`config.mk`:
```
export PLATFORM = sky130hd
export DESIGN_NAME = ht_res_collector
export DESIGN_NICKNAME = d
export VERILOG_FILES = /design/src/rtl/ht_res_collector.sv
export SDC_FILE = /design/constraint.sdc
export NUM_CORES = 2
export LEC_CHECK = 0
export BUFFER_PORTS_ARGS = -buffer_cell sky130_fd_sc_hd__buf_2
export CAP_MARGIN = 25
export CORE_MARGIN = 2
export CORE_UTILIZATION = 60
export CTS_BUF_LIST = sky130_fd_sc_hd__clkbuf_4 sky130_fd_sc_hd__clkbuf_8 sky130_fd_sc_hd__clkbuf_16
export CTS_CLUSTER_DIAMETER = 60
export DETAILED_ROUTE_END_ITERATION = 8
export HOLD_SLACK_MARGIN = 0.1
export PLACE_DENSITY = 0.77
export SLEW_MARGIN = 15
export SYNTH_ARGS = -nofsm -noshare
export SYNTH_HDL_FRONTEND = slang
export SYNTH_SLANG_ARGS = --single-unit
```
`constraint.sdc`:
```
create_clock -name clk_i -period 4.87 [get_ports clk_i]
set_input_delay 0.487 -clock clk_i [delete_from_list [all_inputs] [get_ports clk_i]]
set_output_delay 0.487 -clock clk_i [all_outputs]
set_load 0.05 [all_outputs]
```
`src/rtl/ht_res_collector.sv`:
```
// rtl/ht_res_collector.sv - hash-table result collector: FWFT result FIFO plus per-rescode statistics
package ht_pkg;

   typedef enum logic [1:0] {
      OP_INIT   = 2'd0,
      OP_SEARCH = 2'd1,
      OP_INSERT = 2'd2,
      OP_DELETE = 2'd3
   } ht_opcode_t;

   typedef enum logic [2:0] {
      SEARCH_FOUND                     = 3'd0,
      SEARCH_NOT_SUCCESS_NO_ENTRY      = 3'd1,
      INSERT_SUCCESS                   = 3'd2,
      INSERT_SUCCESS_SAME_KEY          = 3'd3,
      INSERT_NOT_SUCCESS_TABLE_IS_FULL = 3'd4,
      DELETE_SUCCESS                   = 3'd5,
      DELETE_NOT_SUCCESS_NO_ENTRY      = 3'd6
   } rescode_t;

   typedef struct packed {
      ht_opcode_t  opcode;
      logic [15:0] key;
      logic [15:0] value;
      rescode_t    rescode;
      logic [7:0]  bucket;
      logic [15:0] found_value;
   } ht_result_t;

endpackage

module ht_res_collector
   import ht_pkg::*;
#(
   parameter int FIFO_AWIDTH = 4,
   parameter int AFULL_LVL   = 12,
   parameter int CNT_WIDTH   = 32
) (
   input  logic                   clk_i,
   input  logic                   rst_i,
   input  ht_result_t             result_i,
   input  logic                   result_valid_i,
   output logic                   result_ready_o,
   output ht_result_t             out_result_o,
   output logic                   out_valid_o,
   input  logic                   out_ready_i,
   output logic [FIFO_AWIDTH:0]   fill_o,
   output logic                   res_afull_o,
   input  logic [2:0]             cnt_sel_i,
   output logic [CNT_WIDTH-1:0]   cnt_o,
   input  logic                   cnt_clr_i
);

   localparam int                   DEPTH   = 2 ** FIFO_AWIDTH;
   localparam logic [FIFO_AWIDTH:0] DEPTH_F = (FIFO_AWIDTH + 1)'(DEPTH);
   localparam logic [FIFO_AWIDTH:0] AFULL_F = (FIFO_AWIDTH + 1)'(AFULL_LVL);
   localparam logic [CNT_WIDTH-1:0] CNT_MAX = {CNT_WIDTH{1'b1}};

   ht_result_t             mem_q [DEPTH];
   ht_result_t             mem_d [DEPTH];
   logic [FIFO_AWIDTH-1:0] wr_ptr_q, wr_ptr_d;
   logic [FIFO_AWIDTH-1:0] rd_ptr_q, rd_ptr_d;
   logic [FIFO_AWIDTH:0]   fill_q, fill_d;
   logic [CNT_WIDTH-1:0]   cnt_q [8];
   logic [CNT_WIDTH-1:0]   cnt_d [8];
   logic [CNT_WIDTH-1:0]   cnt_o_q, cnt_o_d;
   logic                   push, pop;
   logic [2:0]             res_idx;

   // Handshakes depend only on registered fill, so a pop never frees room for a same-cycle push
   always_comb begin
      result_ready_o = !rst_i && (fill_q < DEPTH_F);
      out_valid_o    = (fill_q != '0);
      push           = result_valid_i && result_ready_o;
      pop            = out_valid_o && out_ready_i;
      res_idx        = result_i.rescode;
   end

   assign out_result_o = mem_q[rd_ptr_q];
   assign fill_o       = fill_q;
   assign res_afull_o  = (fill_q >= AFULL_F);
   assign cnt_o        = cnt_o_q;

   // FIFO next state: storage write, pointer advance with natural wrap, occupancy tracking
   always_comb begin
      mem_d    = mem_q;
      wr_ptr_d = wr_ptr_q;
      rd_ptr_d = rd_ptr_q;
      fill_d   = fill_q;
      if (push) begin
         mem_d[wr_ptr_q] = result_i;
         wr_ptr_d        = wr_ptr_q + 1'b1;
      end
      if (pop) begin
         rd_ptr_d = rd_ptr_q + 1'b1;
      end
      case ({push, pop})
         2'b10:   fill_d = fill_q + 1'b1;
         2'b01:   fill_d = fill_q - 1'b1;
         default: fill_d = fill_q;
      endcase
   end

   // Statistics next state: clear wins over history but never swallows a same-cycle event
   always_comb begin
      for (int i = 0; i < 8; i++) begin
         cnt_d[i] = cnt_clr_i ? '0 : cnt_q[i];
      end
      if (push) begin
         if (cnt_clr_i) begin
            cnt_d[res_idx] = CNT_WIDTH'(1);
         end else if (cnt_q[res_idx] != CNT_MAX) begin
            cnt_d[res_idx] = cnt_q[res_idx] + 1'b1;
         end
      end
      cnt_o_d = cnt_q[cnt_sel_i];
   end

   // Control and statistics registers with synchronous reset
   always_ff @(posedge clk_i) begin
      if (rst_i) begin
         wr_ptr_q <= '0;
         rd_ptr_q <= '0;
         fill_q   <= '0;
         cnt_o_q  <= '0;
         for (int i = 0; i < 8; i++) begin
            cnt_q[i] <= '0;
         end
      end else begin
         wr_ptr_q <= wr_ptr_d;
         rd_ptr_q <= rd_ptr_d;
         fill_q   <= fill_d;
         cnt_o_q  <= cnt_o_d;
         for (int i = 0; i < 8; i++) begin
            cnt_q[i] <= cnt_d[i];
         end
      end
   end

   // Result storage needs no reset: entries are only read while fill says they are valid
   always_ff @(posedge clk_i) begin
      mem_q <= mem_d;
   end

endmodule
```
; After elaboration in Yosys (flattened, before gate mapping)
; Memory sizes are Yosys's and may differ from the RTL's. A register that Yosys moved wholly into a read port is not among the register bits.
; Cells that the tools add are included.
[totals]
ramBits = 256
memories = 1
register_bits = 989
[classes]
reduce_logical = 8
mux = 32
n_lt_le_gt_ge = 7
eq_ne = 3
add_sub_neg = 5
bitwise = 14
[memory_table]
columns = memory, words, word_bits, rd, rd_clocked_by_memory_dff, wr, line
row1 = cnt_q, 8, 32, 10, 1, 8, 64  ; logic [CNT_WIDTH-1:0] cnt_q [8];
[op_table]
columns = op, n
row1 = bitwise mux 976 bit, 1
row2 = 2-to-1 mux 256 bit, 3
row3 = 2-to-1 mux 32 bit, 17
row4 = bitwise mux 256 bit, 1
row5 = AND 248 bit, 1
row6 = inverter 248 bit, 1
row7 = binary-select mux 61 bit (select 4 bit), 1
row8 = demux 61 bit (select 4 bit), 1
row9 = 2-to-1 mux 61 bit, 3
row10 = demux 32 bit (select 3 bit), 1
row11 = "adder 32 x 1 -> 32 bit, second input constant", 1
row12 = "inequality test 32 bit, second input constant", 1
row13 = ">= comparator 5 bit, second input constant", 2
row14 = inverter 4 -> 5 bit, 2
row15 = case mux 5 bit (2 select lines), 1
row16 = "adder 4 x 1 -> 4 bit, second input constant", 2
row17 = bitwise OR 1 bit, 8
row18 = bitwise OR 8 bit, 1
row19 = "adder 5 x 1 -> 5 bit, second input constant", 1
row20 = ">= comparator 5 x 4 -> 1 bit, second input constant", 1
row21 = logical AND 1 bit, 5
row22 = "< comparator 5 x 1 -> 1 bit, second input constant", 1
row23 = "< comparator 5 bit, second input constant", 1
row24 = nonzero test 5 bit, 1
row25 = other kinds (9), 11

; Logic depth before layout (Yosys ltp)
[logic_depth]
depth_word = 10
mapped_depth = 18
mapped_depth_nobuf = 12

; Worst setup path before layout
; No wires, ideal clock.
[synth_timing]
kind = reg-to-reg
from = register fill_q[4] (netlist: fill_o[4])
to = register mem_q[488] (netlist name), enable pin
setup_time_ns = 0.425
period_less_slack_ns = 3.796
stages_incl_launch_ff = 8
path_slack_ns = 1.074
arrival_time_ns = 3.371
n_path_buf = 2
cell_sequence = dfxtp_1 nor2b_1 clkbuf_1 nor2b_1 inv_1 buf_1 nor3b_1 and2_1
[synth_via]
elab_chain_len = 3
[synth_lines]
columns = item, line
row1 = "start, declared", 63  ; logic [FIFO_AWIDTH:0] fill_q, fill_d;
row2 = "start signal, assigned", 132  ; fill_q <= fill_d;
row3 = < comparator 5 bit, 72  ; result_ready_o = !rst_i && (fill_q < DEPTH_F);
row4 = logical AND 1 bit, 72
row5 = logical AND 1 bit, 74  ; push = result_valid_i && result_ready_o;
row6 = "end signal, assigned", 142  ; mem_q <= mem_d;
row7 = "end, declared", 59  ; ht_result_t mem_q [DEPTH];
; No other way between the ends.
; A chain may end at the register's enable or synchronous reset.

==> results summary <==
The flow ran to the end, and the final reports show no timing, DRC or antenna violations. The worst setup path is captured at an output port. Static timing analysis puts the maximum clock frequency at roughly 250 MHz. The number of inserted filler cells in the final layout came out at ~5200. The pin count of the biggest net entering global routing is ~120. The first-pass iteration count of the detailed router is 6. For this run, global-route usage on met2 was measured as between 50% and 60%. Cells fill a little under 70% of the core in the end. The HPWL after detailed placement is about 70000 um.

The synthesized netlist devotes less than 1% of its cell area to XOR and XNOR gates. The setup path with the least slack is of type flip-flop to output port. The sequential element share of the synthesized area came out at 68.6%. The part of the total power dissipated in the clock network came out at between 30% and 40%. The number of setup buffers added after CTS came out at 0. The area fraction in compound gates after synthesis came out at about 2.9%. The die is slightly below 300 um wide. edfxtp_1 takes more of the synthesized area than any other cell. The number of slew-limit violations in the final report came out at 0. The synthesized netlist occupies a cell area of 51500 um2. The worst hold path belongs to the class primary input to flip-flop. The H-tree generated during clock tree synthesis spans 4 levels. The count of maximum capacitance violations came out at 0.

Among all flip-flop cells after synthesis, the most frequent one is edfxtp_1. The layout cell share with drive strength beyond 1 came out at between 30% and 40%. The data arrival time of the worst path came out at 3.55 ns. The total congestion overflow came out at 0. The finished layout cell area came out at between 50000 and 60000 um2. The final period utilization came out at just over 80%. The internal power summed over all cells is around 19 mW. Row generation in the floorplan step produced ~110 rows. Using the TritonRoute via totals, the vias-per-cell ratio works out to 6.66. The hold violation count in the final report is 0. Global routing used a little under a third of the available tracks across all layers. For the worst-skew pair, the clock arrives at the later sink with an insertion delay of 0.74 ns. The number of DRC violations after detailed routing is 0. The via count of the first global-routing pass came out at roughly 30000. For this block, the initial DRC count from the detailed router was approximately 3500.

The met1 track demand over resource came out at roughly two fifths. The startpoint kind of the worst setup timing path is a flip-flop. After technology mapping, the gate count stands at 2809. The biggest cell delay along the critical path is approximately 0.95 ns. The sequential cell fraction of total power is between 40 and 50%. The clock root buffer is clkbuf_16.

Routability-driven placement finished with a final weighted congestion of just under 0.9. The final wirelength came out at 131000 um. Setup violations remaining at the end of the flow were counted as 0.

After global routing, the most crowded layer is met2. For this design the top-level I/O count stands at 170. The count of unique library cells instantiated by Yosys came out at 73. The number of flip-flops and latches in the synthesized netlist is around 1300. The maximum clock insertion buffer count came out at 3.

The switching component of the power came out at around 6.4 mW. On the critical path, the stage with the largest delay is an instance of dfxtp_4. The combinational power share came out at approximately 13%. The share of synthesized area in the top cell type comes to approximately 57%. The signed area change from the synthesized netlist to the final layout came out at 13.8%. The global-route wire length before repair came out at around 190000 um. From bottom edge to top edge, the die measures 297 um. The number of clock sinks is 1277.

The highest fanout seen on the critical path came out at 38. The core region is between 80000 and 90000 um2. The simple-gate share of the synthesized area came out at ~3.9%.

By instance count, the leading cell after synthesis is edfxtp_1. The detailed-route wire length per cell came out at around 31 um. Setup repair after global routing left no endpoint under its margin.

The fraction of the mapped netlist area in adder cells came out at less than 1%. The total leakage power came out at ~19 nW. The final setup skew is roughly 0.036 ns. Counting every net in the synthesized netlist gives 2889. Measured against its own limit, the worst slew margin works out to between 20% and 30%. The time the final worst path needs with I/O delays and setup came out at 4.04 ns. The proportion of total power due to net switching is between 20% and 30%.

The total placed instance area came out at around 54000 um2. The vias after detailed routing is between 20000 and 30000. By instance count, the cell type seen most on the critical path is mux4_2. Sorting the synthesized cells by area gives the leading types as edfxtp_1, mux4_2, dfxtp_1, mux2i_1, nor2_1. The start point of the worst min-delay path is result_i[32]. After synthesis, the largest family of logic cells by area is multiplexers.

The initial cell density of the core is 60.5%. The initial antenna violation count came out at 13. The number of CTS-inserted buffers is around 130.

The power per cell area came out at approximately 440 nW/um2. Counting flops with an async set or reset pin after synthesis yields a share of 0%. For this run, the number of Yosys warnings is 0. The die area came out at ~88000 um2. By count the netlist is led by edfxtp_1, mux4_2, dfxtp_1, nor2_1. The critical register-to-register path startpoint is cnt_q[4][16]$_SDFF_PP0_.

STA puts the critical path data required time at 4.38 ns. In this run the worst setup path begins at rd_ptr_q[0]$_SDFFE_PP0N_. The met3 track utilization from global routing is approximately 5.4%. The residual antenna-violating net count after detailed routing came out at 0.

The number of enable flip-flop cells after synthesis is just under 1000. The total negative slack is 0 ns. The multiplexer area fraction after synthesis came out at a little over a fifth.

TritonCTS built the clock tree. After clock tree synthesis, the clock-pin slew on the worst setup and hold paths is around 0.060 ns. VDD sags by at most between 0.3 and 0.4 mV. The pin slew with the least headroom to its limit is ~1.1 ns. The critical path goes through buf_4 -> mux4_2 -> mux4_2 -> buf_2. Port buffering added around 170 buffers. The average instance in the mapped netlist occupies roughly 18 um2. The count of nets after finishing is between 3000 and 4000.
[state kept, by name, indices dropped and copies added (netlist names)]
register,cells
cnt_o,32
cnt_q,256
fill_o,5
mem_q,976
rd_ptr_q,4
wr_ptr_q,4
[per-stage QoR]
step	total power [mW]	cells	setup slack (ns)	hold WS, ns
global placement	15.5	4027	0.462	0.452
CTS	25.7	4275	0.807	0.101
detailed placement	15.6	4028	0.328	0.465
finish	25.5	4284	0.831	0.132
floorplan	14.7	2809	1.07	0.436
global route	26.2	4280	0.748	0.120
[critical path: cells and delay by family, from the launching register on]
kind                   cells  cell delay [ns]
multiplexers               2             1.12
flip-flops                 1             0.95
buffers and inverters      2             0.68
[layout make-up]
| class | count | area [um2] | share of cell area (%) |
|---|---|---|---|
| flip-flops and latches | 1277 | 35300 | 60.3 |
| multi-input cells | 1329 | 15300 | 26.1 |
| clock buffers | 173 | 3730 | 6.36 |
| repair buffers | 278 | 2110 | 3.60 |
| well taps | 1144 | 1430 | 2.44 |
| clock inverters | 64 | 621 | 1.06 |
| inverters | 11 | 41.3 | 0.0705 |
| diodes | 8 | 20.0 | 0.0342 |
[path summary, 6_finish.rpt]
check	to	slack [ns]	depth (start not counted)
worst min-delay path	mem_q[947]$_DFFE_PP_	0.13	1
worst max register to register	cnt_q[6][24]$_SDFF_PP0_	1.11	9
worst max-delay path	out_result_o[40]	0.83	4
worst min register to register	cnt_q[7][0]$_SDFF_PP0_	0.48	2
[routing by layer]
layer  part of all wire (%)  vias up
li1                       -    11773
met1                     37    14812
met2                     52     1623
met3                    8.5      299
met4                    3.2       10
met5                  0.051        -
[cell usage in the layout (no fill, tap or decap), types with 46 or more instances in the layout]
cell and instances:
a21oi_1 46, nor2_1 179, dfxtp_1 297, mux4_2 413, buf_2 167, buf_4 69, edfxtp_1 976, clkbuf_16 137
o22ai_1 93, nand2_1 173, mux2i_1 173
[logic make-up after synthesis]
family | count (synthesis)
flops | 1277
mux | 603
simple gates | 451
compound gates | 224
buf+inv | 203
xor+xnor | 40
fa+ha+maj | 11
[repair_timing]
item                      4_1_cts  5_1_grt
hold endpoints to repair       90        0
gates resized for setup         0        0
hold buffers                   10        0
[power groups by stage]
stage | logic, mW | registers, mW | clock network (mW)
after global placement | 3.27 | 12.2 | 0
after floorplan | 2.46 | 12.2 | 0
final | 3.42 | 12.0 | 10.1
after CTS | 3.44 | 12.0 | 10.2
after global routing | 3.59 | 12.0 | 10.6
after detailed placement | 3.36 | 12.2 | 0
(Power assumes the default switching activity.)
